File: config.mk
export PLATFORM = sky130hd
export DESIGN_NAME = stopwatch_ctrl
export DESIGN_NICKNAME = d
export VERILOG_FILES = /design/src/rtl/stopwatch_pkg.sv /design/src/rtl/stopwatch_ctrl_decade_digit.sv /design/src/rtl/stopwatch_ctrl.sv
export SDC_FILE = /design/constraint.sdc
export NUM_CORES = 1
export LEC_CHECK = 0
export CORE_MARGIN = 5
export CORE_UTILIZATION = 44
export DETAILED_ROUTE_END_ITERATION = 8
export GPL_TIMING_DRIVEN = 0
export PLACE_DENSITY = 0.69
export SLEW_MARGIN = 20
export SYNTH_ARGS = -nofsm -noshare
export SYNTH_HDL_FRONTEND = slang
export SYNTH_SLANG_ARGS = --single-unit
File: constraint.sdc
create_clock -name clock -period 1.8 [get_ports clock]
set_input_delay 0.54 -clock clock [delete_from_list [all_inputs] [get_ports clock]]
set_output_delay 0.54 -clock clock [all_outputs]
set_load 0.02 [all_outputs]
File: src/rtl/stopwatch_pkg.sv
// Shared types and constants for the BCD stopwatch controller.
//   state_t : run-control FSM encoding (IDLE, RUN, PAUSE, OVF)
//   BCD_W   : bits per decade digit
//   BCD_MAX : highest value a decade digit holds before wrapping
package stopwatch_pkg;

    typedef enum logic [1:0] {
        IDLE  = 2'd0,
        RUN   = 2'd1,
        PAUSE = 2'd2,
        OVF   = 2'd3
    } state_t;

    localparam int BCD_W   = 4;
    localparam int BCD_MAX = 9;

endpackage

File: src/rtl/stopwatch_ctrl_decade_digit.sv
// One decade (mod-10) digit of the stopwatch count.
//   clock  : system clock, rising edge
//   reset  : asynchronous, active-high reset
//   clr    : synchronous clear to 0 (dominates en)
//   en     : advance by one this edge; 9 wraps to 0
//   q      : current digit value, 0..9
//   at_max : high while q == 9, feeds the carry chain
module decade_digit
    import stopwatch_pkg::*;
(
    input  logic             clock,
    input  logic             reset,
    input  logic             clr,
    input  logic             en,
    output logic [BCD_W-1:0] q,
    output logic             at_max
);

    always_ff @(posedge clock or posedge reset) begin
        if (reset) begin
            q <= '0;
        end else if (clr) begin
            q <= '0;
        end else if (en) begin
            if (at_max) begin
                q <= '0;
            end else begin
                q <= q + BCD_W'(1);
            end
        end
    end

    assign at_max = (q == BCD_W'(BCD_MAX));

endmodule

File: src/rtl/stopwatch_ctrl.sv
// Start/pause/clear BCD stopwatch: prescaler, run-control FSM and the
// carry chain enabling a cascade of decade digits.
//   clock      : system clock, rising edge
//   reset      : asynchronous, active-high reset
//   start_stop : single-cycle pulse, toggles run/pause
//   clear      : single-cycle pulse, back to zero/idle (highest priority)
//   bcd        : packed BCD count, digit 0 in bits [3:0]
//   running    : high while in RUN
//   overflow   : high while in OVF
//
// state | meaning
// ------+--------------------------------------------------------------
// IDLE  | count at zero, prescaler at zero, waiting for start_stop
// RUN   | prescaler advancing, digits advance on each tick
// PAUSE | count and prescaler frozen, start_stop resumes
// OVF   | tick seen at all-9s; count saturated, only clear/reset leave
module stopwatch_ctrl
    import stopwatch_pkg::*;
#(
    parameter int DIGITS   = 4,
    parameter int PRESCALE = 10
) (
    input  logic                      clock,
    input  logic                      reset,
    input  logic                      start_stop,
    input  logic                      clear,
    output logic [BCD_W*DIGITS-1:0]   bcd,
    output logic                      running,
    output logic                      overflow
);

    localparam int              PSC_W    = (PRESCALE > 1) ? $clog2(PRESCALE) : 1;
    localparam logic [PSC_W-1:0] PSC_LAST = PSC_W'(PRESCALE - 1);

    state_t             state;
    state_t             state_next;
    logic [PSC_W-1:0]   psc;
    logic [PSC_W-1:0]   psc_next;
    logic               tick;
    logic               all_max;
    logic               en_base;
    logic [DIGITS-1:0]  at_max;
    logic [DIGITS-1:0]  en;

    assign all_max = &at_max;

    always_ff @(posedge clock or posedge reset) begin
        if (reset) begin
            state    <= IDLE;
            psc      <= '0;
            running  <= 1'b0;
            overflow <= 1'b0;
        end else begin
            state    <= state_next;
            psc      <= psc_next;
            running  <= (state_next == RUN);
            overflow <= (state_next == OVF);
        end
    end

    always_comb begin
        state_next = state;
        psc_next   = psc;
        tick       = 1'b0;
        if (clear) begin
            state_next = IDLE;
            psc_next   = '0;
        end else begin
            case (state)
                IDLE: begin
                    psc_next = '0;
                    if (start_stop) begin
                        state_next = RUN;
                    end
                end
                RUN: begin
                    // A pause request on the wrap edge wins: no tick, and the
                    // prescaler keeps PSC_LAST so resume ticks on the next edge.
                    if (start_stop) begin
                        state_next = PAUSE;
                    end else if (psc == PSC_LAST) begin
                        psc_next = '0;
                        tick     = 1'b1;
                        if (all_max) begin
                            state_next = OVF;
                        end
                    end else begin
                        psc_next = psc + PSC_W'(1);
                    end
                end
                PAUSE: begin
                    if (start_stop) begin
                        state_next = RUN;
                    end
                end
                OVF: begin
                    psc_next = '0;
                end
                default: begin
                    state_next = IDLE;
                    psc_next   = '0;
                end
            endcase
        end
    end

    // Gating the whole chain at all-9s makes the count saturate instead of
    // wrapping to zero on the overflow tick.
    assign en_base = tick & ~all_max;

    genvar k;
    generate
        for (k = 0; k < DIGITS; k++) begin : g_digit
            if (k == 0) begin : g_lsd
                assign en[k] = en_base;
            end else begin : g_upper
                assign en[k] = en_base & (&at_max[k-1:0]);
            end

            decade_digit u_digit (
                .clock  (clock),
                .reset  (reset),
                .clr    (clear),
                .en     (en[k]),
                .q      (bcd[k*BCD_W +: BCD_W]),
                .at_max (at_max[k])
            );
        end
    endgenerate

endmodule

# --- Word level (Yosys, flattened, before mapping) ---
# Cells that the tools add are included.
word_totals:
  mem_bits_ro: 0
  memories: 0
  elab_cells: 67
  latchBits: 0
  output_inout_bits: 18
  regBits: 24
  ram_bits: 0
classes:
  multipliers: 0
  n_addsub: 5
  mux: 26
  n_reduce_logical: 12
  n_bitwise: 5
  eq_ne: 11
  n_shift: 0
  div: 0
  n_lt_le_gt_ge: 0
ops:
  columns: ["operator", "count"]
  rows:
  - ["two-way mux 4 bit", 15]
  - ["adder 4 x 1 -> 4 bit (second input constant)", 5]
  - ["equality test 4 bit (second input constant)", 5]
  - ["two-way mux 2 bit", 5]
  - ["case mux 4 bit (2 select lines)", 1]
  - ["nonzero test 2 bit", 4]
  - ["equality test 2 bit (second input constant)", 3]
  - ["AND 1 bit", 4]
  - ["equality test 2 x 1 -> 1 bit (second input constant)", 2]
  - ["two-way mux 1 bit", 4]
  - ["case mux 2 bit (2 select lines)", 1]
  - ["AND reduction 2 bit", 2]
  - ["AND reduction 4 bit", 1]
  - ["OR reduction 2 bit", 2]
  - ["!= test 3 bit (second input constant)", 1]
  - ["AND reduction 3 bit", 1]
  - ["nonzero test 3 bit", 1]
  - ["zero test 2 bit", 1]
  - ["NOT 1 bit", 1]

# --- Depth between registers and ports, before layout ---
depth:
  ltp_word: 9
  ltp_mapped: 8

# --- Hierarchy ---
# Synthesis repeated with hierarchy kept, for this count alone.
unflattened:
  cells_unflattened: 161
  hier_area_um2: 1539.0
modules_own_cells:
  columns: ["mod", "n_inst", "area_per_inst_um2", "cells_per_inst", "seq_area_each_um2"]
  rows:
  - ["decade_digit", 4, 246.5, 26, 100.1]
  - ["stopwatch_ctrl", 1, 553.0, 57, 200.2]

# --- Worst setup path after synthesis ---
# OpenSTA, ideal clock, no wires.
synth_path:
  path_type: "reg-to-reg"
  start: "reg g_digit[0].u_digit.q[1]"
  end: "reg running"
  t_required_ns: 1.706
  stages_incl_launch_ff: 7
  path_slack_ns: -0.025
  arrival_ns: 1.731
  period_less_slack_ns: 1.825
  path_cell_list: "dfrtp_1 -> inv_1 -> ha_1 -> and3b_2 -> and4b_4 -> a211o_2 -> a221oi_2"
synth_via:
  elab_chain_cells: 8
synth_rtl:
  columns: ["element", "line", "rtl"]
  rows:
  - ["from (decl)", "stopwatch_ctrl_decade_digit.sv:15", "output logic [BCD_W-1:0] q,"]
  - ["from (signal assigned)", "stopwatch_ctrl_decade_digit.sv:28", "q <= q + BCD_W'(1);"]
  - ["equality test 4 bit", "stopwatch_ctrl_decade_digit.sv:33", "assign at_max = (q == BCD_W'(BCD_MAX));"]
  - ["AND reduction 4 bit", "stopwatch_ctrl.sv:45", "assign all_max = &at_max;"]
  - ["two-way mux 2 bit", "stopwatch_ctrl.sv:84", "if (all_max) begin"]
  - ["two-way mux 2 bit", "stopwatch_ctrl.sv:81", "end else if (psc == PSC_LAST) begin"]
  - ["two-way mux 2 bit", "stopwatch_ctrl.sv:79", "if (start_stop) begin"]
  - ["case mux 2 bit (2 select lines)", "stopwatch_ctrl.sv:69", "case (state)"]
  - ["two-way mux 2 bit", "stopwatch_ctrl.sv:65", "if (clear) begin"]
  - ["equality test 2 x 1 -> 1 bit", "stopwatch_ctrl.sv:56", "running <= (state_next == RUN);"]
  - ["to (signal assigned)", "stopwatch_ctrl.sv:56", null]
  - ["to (decl)", "stopwatch_ctrl.sv:28", "output logic running,"]
# No other way between the ends.
# A chain may end at the register's enable or synchronous reset.

# --- Worst setup path after layout ---
layout_path:
  start: "reg psc[1]"
  end: "reg g_digit[3].u_digit.q[3]"
layout_via:
  elab_chain_cells: 8
layout_rtl:
  columns: ["element", "line", "rtl"]
  rows:
  - ["from (decl)", "stopwatch_ctrl.sv:37", "logic [PSC_W-1:0] psc;"]
  - ["from (signal assigned)", "stopwatch_ctrl.sv:55", "psc <= psc_next;"]
  - ["equality test 4 bit", "stopwatch_ctrl.sv:81", null]
  - ["two-way mux 1 bit", "stopwatch_ctrl.sv:81", null]
  - ["two-way mux 1 bit", "stopwatch_ctrl.sv:79", null]
  - ["two-way mux 1 bit", "stopwatch_ctrl.sv:69", null]
  - ["two-way mux 1 bit", "stopwatch_ctrl.sv:65", null]
  - ["AND 1 bit", "stopwatch_ctrl.sv:109", "assign en_base = tick & ~all_max;"]
  - ["AND 1 bit", "stopwatch_ctrl.sv:117", "assign en[k] = en_base & (&at_max[k-1:0]);"]
  - ["nonzero test 2 bit (no source line)", null, null]
  - ["to (signal assigned)", "stopwatch_ctrl_decade_digit.sv:28", null]
  - ["to (decl)", "stopwatch_ctrl_decade_digit.sv:15", null]
# No other way between the ends.

==> flow_summary_export.csv <==
group,metric,value,unit
clocking,hold_buffers,0,
sta,fmax,0.562,GHz
clocking,cts_sinks,24,
worst_hold_path,min_path_cells,1,
power_and_ir_drop,p_per_area,478,mW/mm^2
setup_path,crit_required,2.05,ns
setup_path,crit_path_start,"psc[1]",
worst_hold_path,min_from,"g_digit[0].u_digit.q[2]",
setup_path,cp_max_fo,7,
worst_hold_path,hold_path.class,"reg -> reg",
global_routing,grt_start_max_net_pins,25,
layout,regArea,606,sq um
sta,relSlewSlack,41.9,%
place,port_buffers,21,
routing,routedWlPerCell,13.9,um
layout,layoutNonFillerInstCount,242,
setup_path,r2r_cells,7,
power_and_ir_drop,combPwrFrac,11.0,%
clocking,clk_pin_slew,0.14,ns
global_routing,antenna_found_initial,0,
power_and_ir_drop,p_leak,0.878,nW
setup_path,cp-end-kind,"flip-flop",
flow_run,cap_violations,0,
routing,drc_errors,0,
place,globalplace.congestion,0.764,
layout,fin_nets,211,
synth,ys_seq_elements,24,
layout,nFillCells,308,
sta,drv_slew,0,
synth,syn_nets,170,
outcome,outcome,"finished clean",
clocking,root_buffer,"clkbuf_4",
synth,synthCells,156,
routing,firstDrtPassIters,4,
layout,drive_gt1_share,24.5,%
setup_path,cp_slowest_stage_delay,0.52,ns
place,dp_hpwl,2.43,mm
sta,fin_crit_sh,98.9,%
floorplanning,die_area,0.00469,sq mm
setup_path,worst-setup-path-type,"reg -> reg",
layout,area_delta_synth_final,30.7,%
setup_path,r2r-start,"psc[1]",
routing,viasPerCell,5.49,
setup_path,critical_path_buf_inv_count,2,
sta,final.setup_skew,0.00173,ns
power_and_ir_drop,irDropWorstVdd,0.335,mV
setup_path,slowest_stage,"or4_4",
place,place_area,0.00178,sq mm
power_and_ir_drop,netSwitchingFraction,24.4,%
place,dp_cells,223,
setup_path,critPathArrivalTime,2.03,ns
layout,n_antenna_cell,0,
clocking,clock_latency,0.31,ns
power_and_ir_drop,p_int,0.711,mW
power_and_ir_drop,clkPwrFrac,30.6,%
clocking,numCtsBuffers,3,
clocking,clockBufferDepth,2,
worst_hold_path,worstHoldEndpoint,"g_digit[0].u_digit.q[2]",
floorplanning,die_y,68.5,um
routing,vias,1329,
sta,worstMarginPinSlew,0.865,ns
floorplanning,num_rows,21,
sta,setup_violations,0,
setup_path,worst_setup_path_start_kind,"flip-flop",
global_routing,grt_first_pass_wirelength,5.60,mm
global_routing,grtUsageTotal,15.7,%
sta,hold_viol,0,
synth,synth_ff_type,"dfrtp_1",
floorplanning,ioPinCount,22,
synth,avgSynthCellArea,9.65,sq um
setup_path,rrSetupSlack,0.02,ns
routing,wl,3.36,mm
setup_path,crit_family,"simple AND/OR/NAND/NOR gates",
synth,syn_area,0.00151,sq mm
layout,fin_area,0.00197,sq mm
clocking,cts_tree,"built",
sta,setup_tns,0,ns
layout,multi_input_area,886,sq um
synth,async_reset_ff_share,100,%
floorplanning,die_x,68.5,um
setup_path,regToRegEndpoint,"g_digit[3].u_digit.q[3]",
clocking,cts-htree-levels,1,
floorplanning,core,0.00334,sq mm
synth,seq_area_frac_synth,39.9,%
sta,rsz0062_at_grt,"true",
global_routing,grt.overflow.total,0,
synth,synth_edf_count,0,
setup_path,path_cells,"inv_1, ha_2, and3b_1, buf_6, nand4_4, or4_4, a21oi_2",
power_and_ir_drop,power_frac_seq,58.3,%
power_and_ir_drop,switchingPower,0.230,mW
floorplanning,start_util,45.1,%
routing,dr.first_iter.drc_count,70,
sta,period_needed,1.78,ns
routing,postRouteAntennaNets,0,
synth,yosysUniqueCellTypes,42,
synth,yosys_warnings,0,
global_routing,grt_pass1_vias,1299,
[layout make-up]
cell class	count	share of cell area [%]
Buffer	4	2.29
Clock buffer	4	1.84
Inverter	10	1.91
Multi-Input combinational cell	118	45.0
Sequential cell	24	30.8
Tap cell	46	2.93
Timing Repair Buffer	36	15.2
[cell usage after synthesis, types with 3 or more instances]
library cell / n / area share (%)
nor3_1: 4 / 1.3
nand4bb_1: 3 / 2.2
nor2_1: 6 / 1.5
nand2b_1: 5 / 2.1
or4_1: 3 / 1.5
ha_1: 10 / 8.3
a21oi_1: 15 / 5.0
or3_2: 3 / 1.5
nand2_1: 9 / 2.2
and2_1: 3 / 1.2
inv_1: 10 / 2.5
o21ai_0: 15 / 5.0
or3_1: 6 / 2.5
nand3_1: 6 / 2.0
o31ai_1: 4 / 2.0
dfrtp_1: 24 / 40
[cell families (layout without fill, tap and decap cells)]
| family | count (synthesis) | count (layout) | share of synthesized area [%] |
|---|---|---|---|
| adder cells (fa/ha/maj) | 10 | 10 | 8.31 |
| buffers and inverters | 14 | 54 | 5.24 |
| XOR/XNOR | 1 | 1 | 0.582 |
| multiplexers | 1 | 1 | 0.665 |
| AO/OA/AOI/OAI | 46 | 46 | 19.0 |
| AND/OR/NAND/NOR | 60 | 60 | 26.3 |
| flip-flops | 24 | 24 | 39.9 |
[per-stage QoR]
step	worst slack, ns	total power [mW]	hold WS, ns	util, %
floorplan	0.0278	0.627	0.497	-
global placement	-0.437	0.654	0.516	53.3
detailed placement	-0.503	0.658	0.529	53.3
CTS	0.0134	0.949	0.560	57.0
global route	-0.0712	0.981	0.590	58.9
finish	0.0199	0.941	0.547	58.9
[layer usage]
| metal | vias up | global-route usage (%) | wire length, um |
|---|---|---|---|
| li1 | 659 | - | - |
| met4 | 0 | 4.47 | 16 |
| met2 | 12 | 27.7 | 1660 |
| met5 | - | 0 | 0 |
| met1 | 656 | 19.8 | 1590 |
| met3 | 2 | 2.27 | 91 |
[state kept, by name, indices dropped and copies added, names as in the netlist]
register           cells
psc                    4
overflow               1
g_digit.u_digit.q     16
state                  2
running                1
[cell usage in the layout, fill, tap and decap left out, types with 4 or more instances in the layout]
cell type	synthesis	final
nor3_1	4	4
dlygate4sd2_1	0	19
dfrtp_1	24	20
nand2b_1	5	5
o31ai_1	4	4
or3_1	6	6
inv_1	10	9
nand3_1	6	6
nor2_1	6	6
a21oi_1	15	12
o21ai_0	15	12
ha_1	10	8
dfrtp_2	0	4
nand2_1	9	9
buf_4	1	15
[power by group through the flow]
stage	clock network (mW)	logic (mW)	registers, mW
global route	0.316	0.116	0.550
CTS	0.301	0.0999	0.548
global placement	0	0.0952	0.559
floorplan	0	0.0654	0.561
detailed placement	0	0.0990	0.559
finish	0.288	0.104	0.549
[timing repair]
item / in CTS / in global routing
endpoints found under the setup margin: 29 / 13
hold endpoints to repair: 0 / 0
pin swaps: 3 / 6
gates resized for setup: 23 / 14
buffers inserted: 13 / 2
[worst max path at each step]
| stage | endpoint | slack (ns) | cells past startpoint |
|---|---|---|---|
| 2_1_floorplan | running | 0.03 | 5 |
| 3_3_place_gp | g_digit[3].u_digit.q[3] | -0.44 | 5 |
| 3_5_place_dp | g_digit[3].u_digit.q[0] | -0.50 | 6 |
| 4_1_cts | running | 0.01 | 5 |
| 5_1_grt | g_digit[3].u_digit.q[3] | -0.07 | 7 |
| 6_report | g_digit[3].u_digit.q[3] | 0.02 | 7 |
Note: power is estimated with default switching activity, not from simulation.
